[src/rtl/definitions_pkg.sv]
// Shared RV32I definitions: opcodes, encoder formats, error codes and request record.
package definitions_pkg;

    typedef enum logic [6:0] {
        OPC_LUI    = 7'b0110111,
        OPC_AUIPC  = 7'b0010111,
        OPC_JAL    = 7'b1101111,
        OPC_JALR   = 7'b1100111,
        OPC_BRANCH = 7'b1100011,
        OPC_LOAD   = 7'b0000011,
        OPC_STORE  = 7'b0100011,
        OPC_OP_IMM = 7'b0010011,
        OPC_OP     = 7'b0110011
    } opcode_t;

    typedef enum logic [2:0] {FMT_R, FMT_I, FMT_S, FMT_B, FMT_J, FMT_U} enc_fmt_t;

    localparam logic [1:0] ERR_NONE   = 2'b00;
    localparam logic [1:0] ERR_OPCODE = 2'b01;
    localparam logic [1:0] ERR_RANGE  = 2'b10;
    localparam logic [1:0] ERR_ALIGN  = 2'b11;

    typedef struct packed {
        opcode_t     opcode;
        logic [4:0]  rd;
        logic [4:0]  rs1;
        logic [4:0]  rs2;
        logic [2:0]  funct3;
        logic [6:0]  funct7;
        logic [31:0] imm;
    } instr_req_t;

    // True when v is representable as a w-bit two's-complement value.
    function automatic logic fits_signed(input logic [31:0] v, input int w);
        int s;
        s = $signed(v);
        return (s >= -(1 << (w - 1))) && (s < (1 << (w - 1)));
    endfunction

endpackage

[src/rtl/instr_packer.sv]
// Combinational RV32I word packer: opcode -> format -> 32-bit word, plus legality verdict.
module instr_packer
    import definitions_pkg::*;
(
    input  instr_req_t  req,
    output logic [31:0] word,
    output logic [1:0]  err_code
);

    enc_fmt_t    fmt;
    logic        known;
    logic [31:0] imm;

    assign imm = req.imm;

    // NOTE: every always_comb output gets a default first, so no path leaves it unassigned (no latch).
    always_comb begin
        fmt   = FMT_I;
        known = 1'b1;
        case (req.opcode)
            OPC_OP:                          fmt = FMT_R;
            OPC_OP_IMM, OPC_LOAD, OPC_JALR:  fmt = FMT_I;
            OPC_STORE:                       fmt = FMT_S;
            OPC_BRANCH:                      fmt = FMT_B;
            OPC_JAL:                         fmt = FMT_J;
            OPC_LUI, OPC_AUIPC:              fmt = FMT_U;
            default:                         known = 1'b0;
        endcase
    end

    always_comb begin
        word = '0;
        case (fmt)
            FMT_R: word = {req.funct7, req.rs2, req.rs1, req.funct3, req.rd, req.opcode};
            FMT_I: begin
                // Shift-immediates carry funct7 in the upper bits and a 5-bit shamt.
                if (req.opcode == OPC_OP_IMM && req.funct3[1:0] == 2'b01)
                    word = {req.funct7, imm[4:0], req.rs1, req.funct3, req.rd, req.opcode};
                else
                    word = {imm[11:0], req.rs1, req.funct3, req.rd, req.opcode};
            end
            FMT_S: word = {imm[11:5], req.rs2, req.rs1, req.funct3, imm[4:0], req.opcode};
            FMT_B: word = {imm[12], imm[10:5], req.rs2, req.rs1, req.funct3,
                           imm[4:1], imm[11], req.opcode};
            FMT_J: word = {imm[20], imm[10:1], imm[11], imm[19:12], req.rd, req.opcode};
            FMT_U: word = {imm[31:12], req.rd, req.opcode};
            default: word = '0;
        endcase
    end

    always_comb begin
        err_code = ERR_NONE;
        if (!known)
            err_code = ERR_OPCODE;
        else if (((fmt == FMT_B || fmt == FMT_J) && imm[0]) ||
                 (fmt == FMT_U && imm[11:0] != 12'h000))
            err_code = ERR_ALIGN;
        else if (((fmt == FMT_I || fmt == FMT_S) && !fits_signed(imm, 12)) ||
                 (fmt == FMT_B && !fits_signed(imm, 13)) ||
                 (fmt == FMT_J && !fits_signed(imm, 21)))
            err_code = ERR_RANGE;
    end

endmodule

[src/rtl/instr_encoder.sv]
// Sequential instruction assembler: accepts field-level requests, packs them and
// writes each legal word to instruction memory at an auto-incrementing address.
module instr_encoder
    import definitions_pkg::*;
#(
    parameter int                ADDR_W    = 8,
    parameter logic [ADDR_W-1:0] BASE_ADDR = '0
) (
    input  logic              clk,
    input  logic              reset,
    input  logic              clear,
    input  logic              req_valid,
    output logic              req_ready,
    input  opcode_t           req_opcode,
    input  logic [4:0]        req_rd,
    input  logic [4:0]        req_rs1,
    input  logic [4:0]        req_rs2,
    input  logic [2:0]        req_funct3,
    input  logic [6:0]        req_funct7,
    input  logic [31:0]       req_imm,
    output logic              mem_we,
    output logic [ADDR_W-1:0] mem_addr,
    output logic [31:0]       mem_wdata,
    input  logic              mem_ack,
    output logic [ADDR_W:0]   count,
    output logic              full,
    output logic              err,
    output logic [1:0]        err_code
);

    typedef enum logic [1:0] {S_IDLE, S_ENCODE, S_WRITE} state_t;

    localparam logic [ADDR_W-1:0] ADDR_ONE  = ADDR_W'(1);
    localparam logic [ADDR_W:0]   COUNT_ONE = (ADDR_W + 1)'(1);

    state_t      state;
    instr_req_t  cap;
    logic [31:0] pack_word;
    logic [1:0]  pack_err;

    // count never exceeds 2^ADDR_W, so its top bit alone marks capacity reached.
    assign full      = count[ADDR_W];
    assign req_ready = (state == S_IDLE) && !full;

    instr_packer u_packer (
        .req      (cap),
        .word     (pack_word),
        .err_code (pack_err)
    );

    // NOTE: the capture register has no reset; it is only read in ENCODE, after being loaded.
    always_ff @(posedge clk) begin
        if (!clear && req_valid && req_ready)
            cap <= '{opcode: req_opcode, rd: req_rd, rs1: req_rs1, rs2: req_rs2,
                     funct3: req_funct3, funct7: req_funct7, imm: req_imm};
    end

    // NOTE: sequential state uses non-blocking assignments only, so every register sees pre-edge values.
    always_ff @(posedge clk or posedge reset) begin
        if (reset) begin
            state     <= S_IDLE;
            mem_we    <= 1'b0;
            mem_addr  <= BASE_ADDR;
            mem_wdata <= '0;
            count     <= '0;
            err       <= 1'b0;
            err_code  <= ERR_NONE;
        end else if (clear) begin
            state    <= S_IDLE;
            mem_we   <= 1'b0;
            mem_addr <= BASE_ADDR;
            count    <= '0;
            err      <= 1'b0;
            err_code <= ERR_NONE;
        end else begin
            case (state)
                S_IDLE: begin
                    if (req_valid && req_ready)
                        state <= S_ENCODE;
                end
                S_ENCODE: begin
                    if (pack_err != ERR_NONE) begin
                        err      <= 1'b1;
                        err_code <= pack_err;
                        state    <= S_IDLE;
                    end else begin
                        mem_wdata <= pack_word;
                        mem_we    <= 1'b1;
                        state     <= S_WRITE;
                    end
                end
                S_WRITE: begin
                    if (mem_ack) begin
                        mem_we   <= 1'b0;
                        mem_addr <= mem_addr + ADDR_ONE;
                        if (!full)
                            count <= count + COUNT_ONE;
                        state <= S_IDLE;
                    end
                end
                default: state <= S_IDLE;
            endcase
        end
    end

endmodule

[config.mk]
export PLATFORM = sky130hd
export DESIGN_NAME = instr_encoder
export DESIGN_NICKNAME = d
export VERILOG_FILES = /design/src/rtl/definitions_pkg.sv /design/src/rtl/instr_packer.sv /design/src/rtl/instr_encoder.sv
export SDC_FILE = /design/constraint.sdc
export NUM_CORES = 1
export LEC_CHECK = 0
export ABC_AREA = 0
export CORE_UTILIZATION = 40
export CTS_CLUSTER_DIAMETER = 80
export DETAILED_ROUTE_END_ITERATION = 7
export GPL_TIMING_DRIVEN = 0
export PLACE_DENSITY_LB_ADDON = 0.3
export SYNTH_ARGS = -nofsm -noshare
export SYNTH_HDL_FRONTEND = slang
export SYNTH_SLANG_ARGS = --single-unit
[constraint.sdc]
create_clock -name clk -period 6.1 [get_ports clk]
set_input_delay 1.83 -clock clk [delete_from_list [all_inputs] [get_ports clk]]
set_output_delay 1.83 -clock clk [all_outputs]
set_load 0.03 [all_outputs]
# Word level (Yosys, flattened, before mapping)

Index checks and enable logic that the tools add are counted.

Latch bits: 0
Logic and storage cells: 115
Input port bits: 69
Bits in registers: 119
Memories kept: 0
Bits in read-only memories: 0
Bits in writable memories: 0
Output and inout port bits: 55

Reduce and logical (&&, ||, !) cells: 40
Shift operators: 0
Multiply operators: 0
Muxes and demuxes: 29
Bitwise operators: 2
Magnitude comparators: 6
Divide/modulo/power cells: 0
Equal/unequal tests: 21
Add/sub/neg operators: 2

Operators with widths:

| operator                                                      | count |
|---|---|
| case mux 32 bit (6 select lines)                              | 1 |
| 2-to-1 mux 9 bit                                              | 4 |
| >= comparator 32 x 12 -> 1 bit (second input constant)        | 1 |
| >= comparator 32 x 13 -> 1 bit (second input constant)        | 1 |
| >= comparator 32 x 21 -> 1 bit (second input constant)        | 1 |
| less-than comparator 32 x 13 -> 1 bit (second input constant) | 1 |
| less-than comparator 32 x 14 -> 1 bit (second input constant) | 1 |
| less-than comparator 32 x 22 -> 1 bit (second input constant) | 1 |
| 2-to-1 mux 32 bit                                             | 1 |
| 2-to-1 mux 8 bit                                              | 3 |
| == test 7 x 6 -> 1 bit (second input constant)                | 3 |
| == test 7 bit (second input constant)                         | 3 |
| 2-to-1 mux 2 bit                                              | 10 |
| case mux 3 bit (5 select lines)                               | 1 |
| == test 7 x 5 -> 1 bit (second input constant)                | 2 |
| logical AND 1 bit                                             | 13 |
| nonzero test 12 bit                                           | 1 |
| nonzero test 2 bit                                            | 5 |
| adder 9 x 1 -> 9 bit (second input constant)                  | 1 |
| AND reduction 3 bit                                           | 3 |
| OR reduction 9 bit                                            | 1 |
| adder 8 x 1 -> 8 bit (second input constant)                  | 1 |
| == test 7 x 2 -> 1 bit (second input constant)                | 1 |
| 2-to-1 mux 1 bit                                              | 7 |
| other kinds (18)                                              | 33 |

# Depth between registers and ports, before layout

Gate-level depths: netlist of the first run.

Word-level depth: 15
Gate-level depth with buffers: 8
Gate-level depth less buffers: 6

# Hierarchy

From an unflattened synthesis of the first run, not the netlist that was laid out.

Cells, all modules: 368
Area total of the unflattened synthesis: 5148.7 µm²

By module, submodules not included:

| module        | area each (µm²) | cells each | instances |
|---|---|---|---|
| instr_encoder | 4307.9          | 251        | 1 |
| instr_packer  | 840.8           | 117        | 1 |

# Worst setup path before layout of the first run

OpenSTA, ideal clock, no wires.

Path type: in2reg
Start point: in clear
End point: reg cap[0] (netlist name) (enable)
Data required time: 5.671 ns
Setup slack: 2.238 ns
Cell stages on the path: 2
Path buffers: 0
Data arrival time: 3.433 ns
Cells stage by stage: inv_1 -> and3_1

Longest elaborated chain between the ends: 3

RTL lines:

| item                           | RTL line            | text |
|---|---|---|
| start: declaration             | instr_encoder.sv:11 | `input logic clear,` |
| logical NOT 1 bit              | instr_encoder.sv:53 | `if (!clear && req_valid && req_ready)` |
| logical AND 1 bit (2 in a row) | instr_encoder.sv:53 |  |
| end signal: assignment         | instr_encoder.sv:54 | `cap <= '{opcode: req_opcode, rd: req_rd, rs1: req_rs1, rs2: req_rs2,` |
| end: declaration               | instr_encoder.sv:37 | `instr_req_t cap;` |

No other way between the ends.
A chain may end at the register's enable or synchronous reset.

# Worst setup path after layout of the first run

Start point: reg count[8]
End point: out req_ready

Longest elaborated chain between the ends: 2

RTL lines:

| item                     | RTL line            | text |
|---|---|---|
| start: declaration       | instr_encoder.sv:25 | `output logic [ADDR_W:0] count,` |
| start signal: assignment | instr_encoder.sv:97 | `count <= count + COUNT_ONE;` |
| logical NOT 1 bit        | -                   |  |
| logical AND 1 bit        | instr_encoder.sv:43 | `assign req_ready = (state == S_IDLE) && !full;` |
| end: declaration         | instr_encoder.sv:13 | `output logic req_ready,` |

No other way between the ends.

==> results of run 1 <==
[per-layer routing]
metal | wire (um) | vias up
met5 | 0 | -
met4 | 287 | 0
met3 | 650 | 23
met2 | 5404 | 130
met1 | 5152 | 1728
li1 | - | 1723
[worst register-to-register path: stages (launching register included)]
cell and delay [ns]:
edfxtp_1 0.53, or3b_1 0.44, a21o_1 0.20, buf_4 0.17, a211oi_4 0.30, nor3_2 0.10, nand3_4 0.16, buf_6 0.21
mux2_4 0.33
[per-stage QoR]
step	power (mW)	util [%]	std cells	setup slack [ns]	hold WS, ns
floorplan	0.9532	-	388	2.238	0.5424
global placement	1.022	53.47	679	1.020	0.4486
detailed placement	1.026	53.81	681	2.038	0.4549
CTS	1.961	58.32	713	2.298	0.4681
global route	2.009	58.32	713	2.249	0.4924
finish	1.942	58.32	713	2.316	0.4645
[final timing paths]
path | to | cells past startpoint
setup / recovery | req_ready | 2
hold / removal | mem_wdata[1] | 1
setup reg to reg | mem_wdata[4] | 8
hold reg to reg | mem_wdata[1] | 1
max in group asynchronous | mem_wdata[6] | 3
min in group asynchronous | mem_wdata[9] | 2
[cell families after synthesis]
group	Yosys count	synth area share, %
xor+xnor	10	1.712
fa+ha+maj	2	0.4892
compound gates	64	8.439
buf+inv	27	2.642
flops	119	64.48
simple gates	134	13.33
mux	32	8.904
[flip-flops by register name, summed over array words and instances (netlist names)]
name / flops
cap: 64
count: 9
err: 1
err_code: 2
mem_addr: 8
mem_wdata: 32
mem_we: 1
state: 2
[placed cells by master, fill, tap and decap left out, types with 12 or more instances in the layout]
| master | instances |
|---|---|
| clkdlybuf4s50_1 | 123 |
| edfxtp_1 | 64 |
| dfrtp_1 | 55 |
| nand2_1 | 46 |
| mux2_4 | 26 |
| nor2_1 | 23 |
| o21ai_0 | 22 |
| clkbuf_16 | 17 |
| clkbuf_1 | 14 |
| nand4_1 | 12 |
[layout make-up]
type,count,area share (%)
plain buffers,15,1.260
clock buffers,22,6.212
clock inverters,10,1.522
inverters,12,0.6299
multi-input cells,242,23.53
flip-flops and latches,119,46.12
well taps,168,2.940
repair buffers,125,17.78
[report_power, final]
part / switching, mW / leakage, nW / total, mW / internal (mW)
Combinational: 0.0540 / 1.31 / 0.116 / 0.0621
Clock: 0.335 / 0.268 / 0.931 / 0.596
Sequential: 0.0163 / 1.36 / 0.895 / 0.878
==> reports/qor.csv, run 1 <==
stage,metric,value,unit
min_path,hold_start,mem_wdata[1],
global_routing,grt_max_degree,44,
logic_synthesis,synth_fp_nets,459,
logic_synthesis,synthTopCellsByArea,"edfxtp_1, dfrtp_1, mux2_4",
global_routing,antenna_found_initial,0,
critical_path,path_class,reg -> out,
global_routing,busiest_layer,met2,
logic_synthesis,ys.flop_type,edfxtp_1,
critical_path,r2r_slack,3.54,ns
sta,setup_tns,0,ns
clocking,cts_tree,yes,
routing,drt-pass1-iter-count,4,
logic_synthesis,ys_ff_latch,119,
critical_path,crit_path_cell_trace,nor3_1 > clkdlybuf4s50_1,
sta,slew_viol_final,0,
clocking,cts_resized,0,
critical_path,cp.arrival,1.95,ns
global_routing,met3_usage,5.957,%
sta,period_minus_slack,3.784,ns
sta,rsz0062_at_grt,no,
sta,worst_pin_slew,0.5615,ns
routing,wirelength,11.50,mm
critical_path,path_delay_family,buffers and inverters,
global_routing,grt_pass1_wl,17.98,mm
logic_synthesis,synth_top_area_share,37.57,%
logic_synthesis,synth_edf_count,64,
final_layout,seq_area,3298,sq um
min_path,hold_class,reg -> reg,
placed_design,dp_hpwl,8.489,mm
clocking,clk_pin_slew_worst_paths,0.05,ns
clocking,cts_hold_buffers,0,
sta,period_share,62.03,%
sta,max-slew-margin-rel,62.50,%
sta,hold_viol,0,
clocking,post_cts_buffers,0,
pwr,vdd_drop_max,0.1425,mV
final_layout,nets,603,
clocking,clk_path_buf_depth,2,
routing,vias,3604,
clocking,clock_sinks,119,
placed_design,dpl_cell_area,6598,sq um
sta,finalClockSkew,0.008364,ns
die,die-area,13240,sq um
global_routing,use_met1,23.44,%
critical_path,slowest_stage,clkdlybuf4s50_1,
critical_path,crit_start,count[8],
clocking,cts.htree.levels,4,
global_routing,grt_use_total,18.60,%
critical_path,slowest_delay,0.77,ns
logic_synthesis,yosysWarnings,0,
logic_synthesis,synth_common_cells,"edfxtp_1, dfrtp_1, nand2_1",
sta,max_clock_freq,264.3,MHz
final_layout,fill_cells,1000,
flow_run,maxCapViolations,0,
routing,drc_errors,0,
logic_synthesis,syn_area,5115,sq um
die,coreArea,12260,sq um
final_layout,fin_area,7151,sq um
critical_path,crit_fanout,5,
routing,ant_nets,0,
pwr,p_leak,2.934,nW
routing,routed_via_density,5.055,
outcome,outcome,"complete, no violations",
sta,setup_viol,0,
clocking,clock_latency,0.42,ns
final_layout,area_growth,39.80,%
clocking,cts_root_buf,clkbuf_16,
die,initial_core_util,41.71,%
routing,first_iter_violations,283,
logic_synthesis,yosys.area.top_type,edfxtp_1,
routing,routedWlPerCell,16.12,um
die,die_h,115.1,um
die,die_w,115.1,um
critical_path,required,4.27,ns
global_routing,grt_pass1_vias,3583,
placed_design,port_buffers,123,
clocking,numCtsBuffers,17,
final_layout,num_antenna_cells,0,
global_routing,use_met2,28.96,%
logic_synthesis,ys_types,51,
critical_path,worstSetupEndpointType,output port,
die,ioPinCount,124,
logic_synthesis,syn_area_per_cell,13.18,sq um
logic_synthesis,async_reset_ff_share,46.22,%
pwr,power_density,271.5,nW/um^2
critical_path,path_buf_inv,1,
critical_path,r2r-start,cap[61],
global_routing,overflow,0,
logic_synthesis,syn_inst,388,
final_layout,layout-drive-gt1-share,13.76,%
final_layout,multiInputGateArea,1683,sq um
placed_design,gp_congestion,0.8578,
die,rows,40,
critical_path,startpoint_type,register,
logic_synthesis,yosysMostFrequentCell,edfxtp_1,
logic_synthesis,ys_seq_area_share,64.48,%
No activity file was read; power rests on OpenSTA's default activity.
==> run 2: changes to the inputs <==
- clock period: 6.1 -> 3.4 ns (I/O delays scaled with it)
==> run 2 against run 1 <==
Compared with the run above: worst setup slack worse by 1.9 ns; register-to-register slack worse by 2.7 ns; sequential power is 80% higher; global-route usage up 0.40 points; via count about the same; sequential share of layout area increased by 0.073 points; largest power group unchanged; utilization down 0.092 points; clock power increased by 80%; routed wire length is 1.6% higher; clock skew is 0.0014 ns higher; flip-flop and latch count stayed put; die area unchanged.
==> reports/qor.csv, run 2 (synthesis results as in run 1) <==
stage,metric,value,unit
die,coreArea,12260,sq um
routing,routed_via_density,5.065,
outcome,outcome,"complete, no violations",
global_routing,antenna_found_initial,0,
pwr,p_leak,2.929,nW
sta,max_clock_freq,331.1,MHz
placed_design,dpl_cell_area,6578,sq um
clocking,cts_root_buf,clkbuf_16,
sta,period_minus_slack,3.020,ns
global_routing,grt_pass1_wl,18.31,mm
routing,drt-pass1-iter-count,5,
min_path,hold_class,reg -> reg,
sta,slew_viol_final,0,
routing,ant_nets,0,
final_layout,largestRegisters,"cap x64, mem_wdata x32, count x9",
critical_path,r2r-start,cap[61],
critical_path,path_class,reg -> out,
routing,wirelength,11.68,mm
pwr,power_density,489.2,nW/um^2
final_layout,final_common_cell,clkdlybuf4s50_1,
sta,period_share,88.82,%
sta,setup_viol,0,
critical_path,startpoint_type,register,
die,rows,40,
sta,worst_pin_slew,0.8380,ns
final_layout,largest_reg_flops,64,
critical_path,crit_start,state[1],
placed_design,port_buffers,123,
global_routing,grt_max_degree,65,
critical_path,required,2.38,ns
final_layout,regMostFlops,cap,
die,die_h,115.1,um
sta,finalClockSkew,0.009759,ns
sta,max-slew-margin-rel,44.13,%
final_layout,layout-drive-gt1-share,13.60,%
clocking,clock_sinks,119,
clocking,numCtsBuffers,17,
placed_design,gp_congestion,0.8325,
clocking,clk_pin_slew_worst_paths,0.05,ns
sta,rsz0062_at_grt,no,
global_routing,grt_pass1_vias,3729,
die,die_w,115.1,um
critical_path,worstSetupEndpointType,output port,
clocking,cts_resized,0,
routing,drc_errors,0,
routing,first_iter_violations,276,
global_routing,overflow,0,
final_layout,area_growth,39.58,%
flow_run,maxCapViolations,0,
routing,vias,3606,
sta,hold_viol,0,
clocking,cts_hold_buffers,0,
critical_path,r2r_slack,0.86,ns
critical_path,crit_fanout,5,
final_layout,num_antenna_cells,0,
final_layout,fin_area,7139,sq um
placed_design,dp_cells,680,
clocking,clock_latency,0.41,ns
clocking,post_cts_buffers,0,
min_path,hold_start,mem_wdata[1],
pwr,vdd_drop_max,0.3597,mV
clocking,cts.htree.levels,4,
final_layout,fill_cells,1029,
final_layout,multiInputGateArea,1687,sq um
final_layout,seq_area,3298,sq um
global_routing,grt_use_total,19.00,%
final_layout,stdcell_count,712,
die,ioPinCount,124,
final_layout,layout_common_cells,"clkdlybuf4s50_1, edfxtp_1, dfrtp_1",
clocking,cts_tree,yes,
placed_design,dp_hpwl,8.402,mm
critical_path,cp.arrival,2.00,ns
die,die-area,13240,sq um
routing,routedWlPerCell,16.40,um
final_layout,nets,602,
die,initial_core_util,41.71,%
clocking,clk_path_buf_depth,2,
## run 2: cell types whose count changed in the layout (fill, tap and decap cells not counted), sizes merged
| cell | previous run | this run |
|---|---|---|
| buf | 8 | 7 |
| clkbuf | 31 | 30 |
| clkinv | 6 | 7 |
## run 2: metal layers
layer | part of all wire, % | routed length (um) | track usage [%] | vias to the layer above
li1 | - | - | - | 1727
met5 | 0 | 0 | 0 | -
met3 | 7.4 | 865 | 6.326 | 15
met1 | 42 | 4930 | 22.92 | 1718
met2 | 49 | 5718 | 30.96 | 146
met4 | 1.4 | 165 | 8.745 | 0
## run 2: area by class of cell
type | instances | area share [%]
multi-input combinational | 242 | 23.62
inverter | 12 | 0.6309
sequential | 119 | 46.20
buffer | 15 | 1.262
tap | 168 | 2.944
timing repair buffer | 124 | 17.53
clock buffer | 21 | 6.309
clock inverter | 11 | 1.507
## run 2: per-stage QoR
stage | worst slack [ns] | hold slack [ns] | power (mW) | utilization, % | setup TNS, ns
CTS | 0.3850 | 0.4670 | 3.530 | 58.19 | 0
global route | 0.3285 | 0.4877 | 3.611 | 58.22 | 0
global placement | -0.07451 | 0.4489 | 1.831 | 53.48 | -3.812
detailed placement | 0.08044 | 0.4513 | 1.840 | 53.64 | 0
finish | 0.3801 | 0.4631 | 3.492 | 58.22 | 0
floorplan | 0.5948 | 0.5424 | 1.709 | - | 0
## run 2: final timing paths
path / endpoint / cells after the start
worst max-delay path: req_ready / 2
worst min-delay path: mem_wdata[1] / 1
worst max register to register: mem_wdata[2] / 8
worst min register to register: mem_wdata[1] / 1
max in group asynchronous: mem_wdata[25] / 3
min in group asynchronous: mem_wdata[18] / 2
## run 2: report_power, final
group | total [mW] | switching, mW | internal [mW]
sequential | 1.61 | 0.0297 | 1.58
clock | 1.68 | 0.598 | 1.08
combinational | 0.205 | 0.0962 | 0.109
total | 3.49 | 0.724 | 2.77
## run 2: worst max-delay path: stages (launching register included)
cell             delay, ns
dfrtp_1               0.42
nor3_1                0.40
clkdlybuf4s50_1       0.77
==> RTL edit 1, RTL diff (settings of run 2) <==
Register the output `count` once more, with the module's reset; this adds one clock of latency there. The other outputs are not delayed to match.
--- a/src/rtl/instr_encoder.sv
+++ b/src/rtl/instr_encoder.sv
@@ -33,13 +33,15 @@
     localparam logic [ADDR_W-1:0] ADDR_ONE  = ADDR_W'(1);
     localparam logic [ADDR_W:0]   COUNT_ONE = (ADDR_W + 1)'(1);
 
+    logic [ADDR_W:0] count_s0;
+
     state_t      state;
     instr_req_t  cap;
     logic [31:0] pack_word;
     logic [1:0]  pack_err;
 
     // count never exceeds 2^ADDR_W, so its top bit alone marks capacity reached.
-    assign full      = count[ADDR_W];
+    assign full      = count_s0[ADDR_W];
     assign req_ready = (state == S_IDLE) && !full;
 
     instr_packer u_packer (
@@ -62,14 +64,14 @@
             mem_we    <= 1'b0;
             mem_addr  <= BASE_ADDR;
             mem_wdata <= '0;
-            count     <= '0;
+            count_s0  <= '0;
             err       <= 1'b0;
             err_code  <= ERR_NONE;
         end else if (clear) begin
             state    <= S_IDLE;
             mem_we   <= 1'b0;
             mem_addr <= BASE_ADDR;
-            count    <= '0;
+            count_s0 <= '0;
             err      <= 1'b0;
             err_code <= ERR_NONE;
         end else begin
@@ -94,7 +96,7 @@
                         mem_we   <= 1'b0;
                         mem_addr <= mem_addr + ADDR_ONE;
                         if (!full)
-                            count <= count + COUNT_ONE;
+                            count_s0 <= count_s0 + COUNT_ONE;
                         state <= S_IDLE;
                     end
                 end
@@ -103,5 +105,13 @@
         end
     end
 
+    always_ff @(posedge clk or posedge reset) begin
+        if (reset) begin
+            count <= '0;
+        end else begin
+            count <= count_s0;
+        end
+    end
+
 endmodule
 
Check against the original RTL: not equivalent (Yosys sat finds a counterexample within 4 cycles, from zero or initial values and one cycle with reset high).
==> RTL edit 1 against run 2 <==
  * Wire length rose by 2.6%
  * Hold slack worse by 0.031 ns
  * Sequential power increased by 7%
  * Design area grew 3.1%
  * Synthesized area rose by 2.9%
  * Global-route usage up 0.25 points
  * Sequential cell count rose by 9
  * Power rose by 6.1%
  * Worst setup slack improved by 0.090 ns
  * Critical endpoint is now count_s0[5]
==> RTL edit 1: results <==
placement:
  dp_hpwl_mm: 8.90
  gp_congestion: 0.874
layout:
  seq_share_pct: 47.9
  clock_area_share_pct: 7.74
  post-route-util_pct: 57.8
  seq_cells: 128
  reg_top3: "cap x64, mem_wdata x32"
  fillCellCount: 1072
  nNetsFinal: 619
  multiInputGateArea_mm2: 0.00162
  stdcell_count: 733
  num-nonclk-inverters: 16
global_route:
  gr-usage-met2_pct: 31.2
  grtUsageMet3_pct: 6.64
  grt_pass1_wl_mm: 18.9
  grt_max_degree: 46
pwr:
  peakVddDrop_uv: 347
detailed_routing:
  dr.pass1.iters: 4
  met2_length_mm: 6.12
  vias_per_cell: 5.07
critical_path:
  path_max_fanout: 9
  r2r_slack_ns: 0.73
  rr_worst_depth: 7
min_path:
  min_to: "count[5]"
  hold_depth: 0
  hp-start: "count_s0[5]"
outcome:
  outcome: "finished clean"
synth:
  synthTopCellsByCount: "64 x dfrtp_1, 64 x edfxtp_1, 45 x nand2_1, 24 x nor2_1"
  synthTopCellsByArea: "edfxtp_1 37%, dfrtp_1 30%, mux2_1 4.3%"
  ys_seq_area_share_pct: 67.0
==> RTL edit 1: cell types whose count changed after synthesis, sizes merged, moves of 3 or more <==
cell / delta
mux2i: +11
a22o: +10
mux2: -10
a21oi: +9
a22oi: -9
dfrtp: +9
nand3: -7
and3: -5
nor3: +5
o21ai: -5
inv: +4
a2111oi: +3
==> RTL edit 1: kinds of logic after synthesis <==
logic type               after synthesis  synth area share, %
flip-flops                           128                 67.0
AND/OR/NAND/NOR                      130                 12.5
AO/OA/AOI/OAI                         69                 9.16
multiplexers                          33                 6.75
adder cells (fa/ha/maj)                2                0.476
XOR/XNOR                              10                 1.66
buffers and inverters                 31                 2.47
==> RTL edit 1: report_power, final <==
part / switching, µW / total [µW] / internal [µW]
registers: 34.9 / 1730 / 1700
logic: 142 / 286 / 144
clock network: 601 / 1690 / 1090
==> RTL edit 2, RTL diff (config.mk and constraints of run 2) <==
Made on the original files. The 3 states of `state_t` get a one-hot encoding in 3 bits.
--- a/src/rtl/instr_encoder.sv
+++ b/src/rtl/instr_encoder.sv
@@ -28,7 +28,7 @@
     output logic [1:0]        err_code
 );
 
-    typedef enum logic [1:0] {S_IDLE, S_ENCODE, S_WRITE} state_t;
+    typedef enum logic [2:0] {S_IDLE = 3'b001, S_ENCODE = 3'b010, S_WRITE = 3'b100} state_t;
 
     localparam logic [ADDR_W-1:0] ADDR_ONE  = ADDR_W'(1);
     localparam logic [ADDR_W:0]   COUNT_ONE = (ADDR_W + 1)'(1);
Formal check against the unedited RTL: no difference found for any inputs over 4 cycles, from zero or initial values and one cycle with reset high; so few cycles prove little.
==> RTL edit 2 against run 2 <==
  * Global-route usage down 0.62 points
  * Cell count decreased by 3.8%
  * Worst setup slack got worse by 0.12 ns
  * Sequential share of layout area increased by 0.79 points
  * Sequential cell count is 1 higher
  * Highest routed layer unchanged
  * Wire length is 5.9% lower
  * Clock skew is essentially flat
  * Critical path type unchanged
  * Die area fell by 1.7%
  * Synthesized area is 1.8% lower
  * Power shrank 0.22%
  * Design area decreased by 0.89%
==> RTL edit 2: results <==
critical_path:
  path_max_fanout: 5
  r2r_slack_ns: 0.43
  reg2reg_from: "cap[31]"
  cp.arrival_ns: 2.12
  cpPeakStageDelay_ns: 0.77
  rr_worst_depth: 7
  r2r-end: "mem_wdata[15]"
synth:
  synthesis.nets: 432
  avgSynthCellArea_um2: 13.9
  async_flop_share_pct: 46.7
  ys_types: 58
  synthTopCellsByArea: "edfxtp_1 38%, dfrtp_1 27%, mux2_2 5.2%"
  yosys_warnings: 0
  ys_seq_area_share_pct: 66.2
  synthTopCellsByCount: "64 x edfxtp_1, 55 x dfrtp_1, 30 x nor2_1, 24 x nand2_1, 23 x mux2_2"
detailed_routing:
  drt-initial-drc-count: 246
  vias_per_cell: 5.04
  wire_per_inst_um: 16.0
  wl_mm: 11.0
  dr.pass1.iters: 6
placement:
  placed_area_mm2: 0.00651
  gp_congestion: 0.782
  dp_hpwl_mm: 8.04
  dp_cells: 653
  portBuffers: 122
outcome:
  outcome: "finished clean"
global_route:
  grtUsageTotal_pct: 18.4
  grt_pass1_wl_mm: 17.9
  grt_pass1_vias: 3551
  grt_antenna_before_repair: 0
  grt_max_degree: 50
layout:
  nNetsFinal: 575
  drive_gt1_share_pct: 13.3
  fillCellCount: 1017
cts:
  postCtsSetupRepairBufs: 0
  clock_latency_ns: 0.41
  cts_buffers: 17
  clockRootBuffer: "clkbuf_16"
sta:
  fin_crit_sh_pct: 92.4
  skew_ns: 0.00961
  tightest_slew_ns: 0.759
pwr:
  peakVddDrop_uv: 425
  leakage_uw: 0.00277
die:
  fp.dieArea_mm2: 0.0130
==> RTL edit 2: changes by cell type after synthesis, moves of 7 or more <==
cell | run 2 | this run
nand2_1 | 46 | 24
mux2_4 | 26 | 0
o21ai_0 | 22 | 1
mux2_2 | 4 | 23
mux2_1 | 0 | 12
nor2_1 | 23 | 30
==> RTL edit 2: cell families after synthesis <==
logic type / Yosys count / synth area share (%)
and+or+nand+nor: 120 / 13.1
DFF: 120 / 66.2
muxes: 43 / 9.44
AOI/OAI and AO/OA: 36 / 5.83
buffers and inverters: 25 / 2.37
xor gates and xnor gates: 15 / 2.61
adders and majority gates: 2 / 0.498
==> RTL edit 2: how the worst max path moves through the flow <==
stage,endpoint,from
after floorplan,cap[0],count[8]
after global placement,mem_wdata[24],reset
after detailed placement,count[5],mem_ack
after CTS,req_ready,state[0]
after global routing,req_ready,state[0]
final,req_ready,state[0]
==> RTL edit 2: area by class of cell <==
cell class              instances  area (µm²)  area share [%]
flip-flops and latches        120        3320            47.0
well taps                     168         210            2.97
repair buffers                124        1270            17.9
multi-input cells             216        1590            22.4
clock buffers                  22         464            6.56
inverters                       9        33.8           0.477
plain buffers                  16        85.1            1.20
clock inverters                10         104            1.47
==> RTL edit 2: metrics by stage <==
stage / util [%] / power (µW) / hold slack [ns] / setup WS, ns / TNS (ns)
after floorplan: - / 1690 / 0.528 / 0.202 / 0
after global placement: 53.3 / 1800 / 0.452 / -0.151 / -7.98
after detailed placement: 53.7 / 1810 / 0.460 / 0.170 / 0
after CTS: 58.4 / 3530 / 0.476 / 0.227 / 0
after global routing: 58.4 / 3620 / 0.505 / 0.133 / 0
final: 58.4 / 3480 / 0.465 / 0.260 / 0
==> RTL edit 2: layer usage <==
layer	vias to the layer above	global-route usage [%]	wire length, µm
met3	15	7.31	765
met1	1691	23.3	4950
met4	0	7.36	161
met2	116	28.2	5110
li1	1633	-	-
met5	-	0	0
==> RTL edit 2: power breakdown <==
part / internal, µW / total (µW) / switching (µW) / leakage, µW
clock: 1100 / 1700 / 598 / 0.000269
combinational: 100 / 179 / 78.4 / 0.00117
sequential: 1580 / 1600 / 20.8 / 0.00134
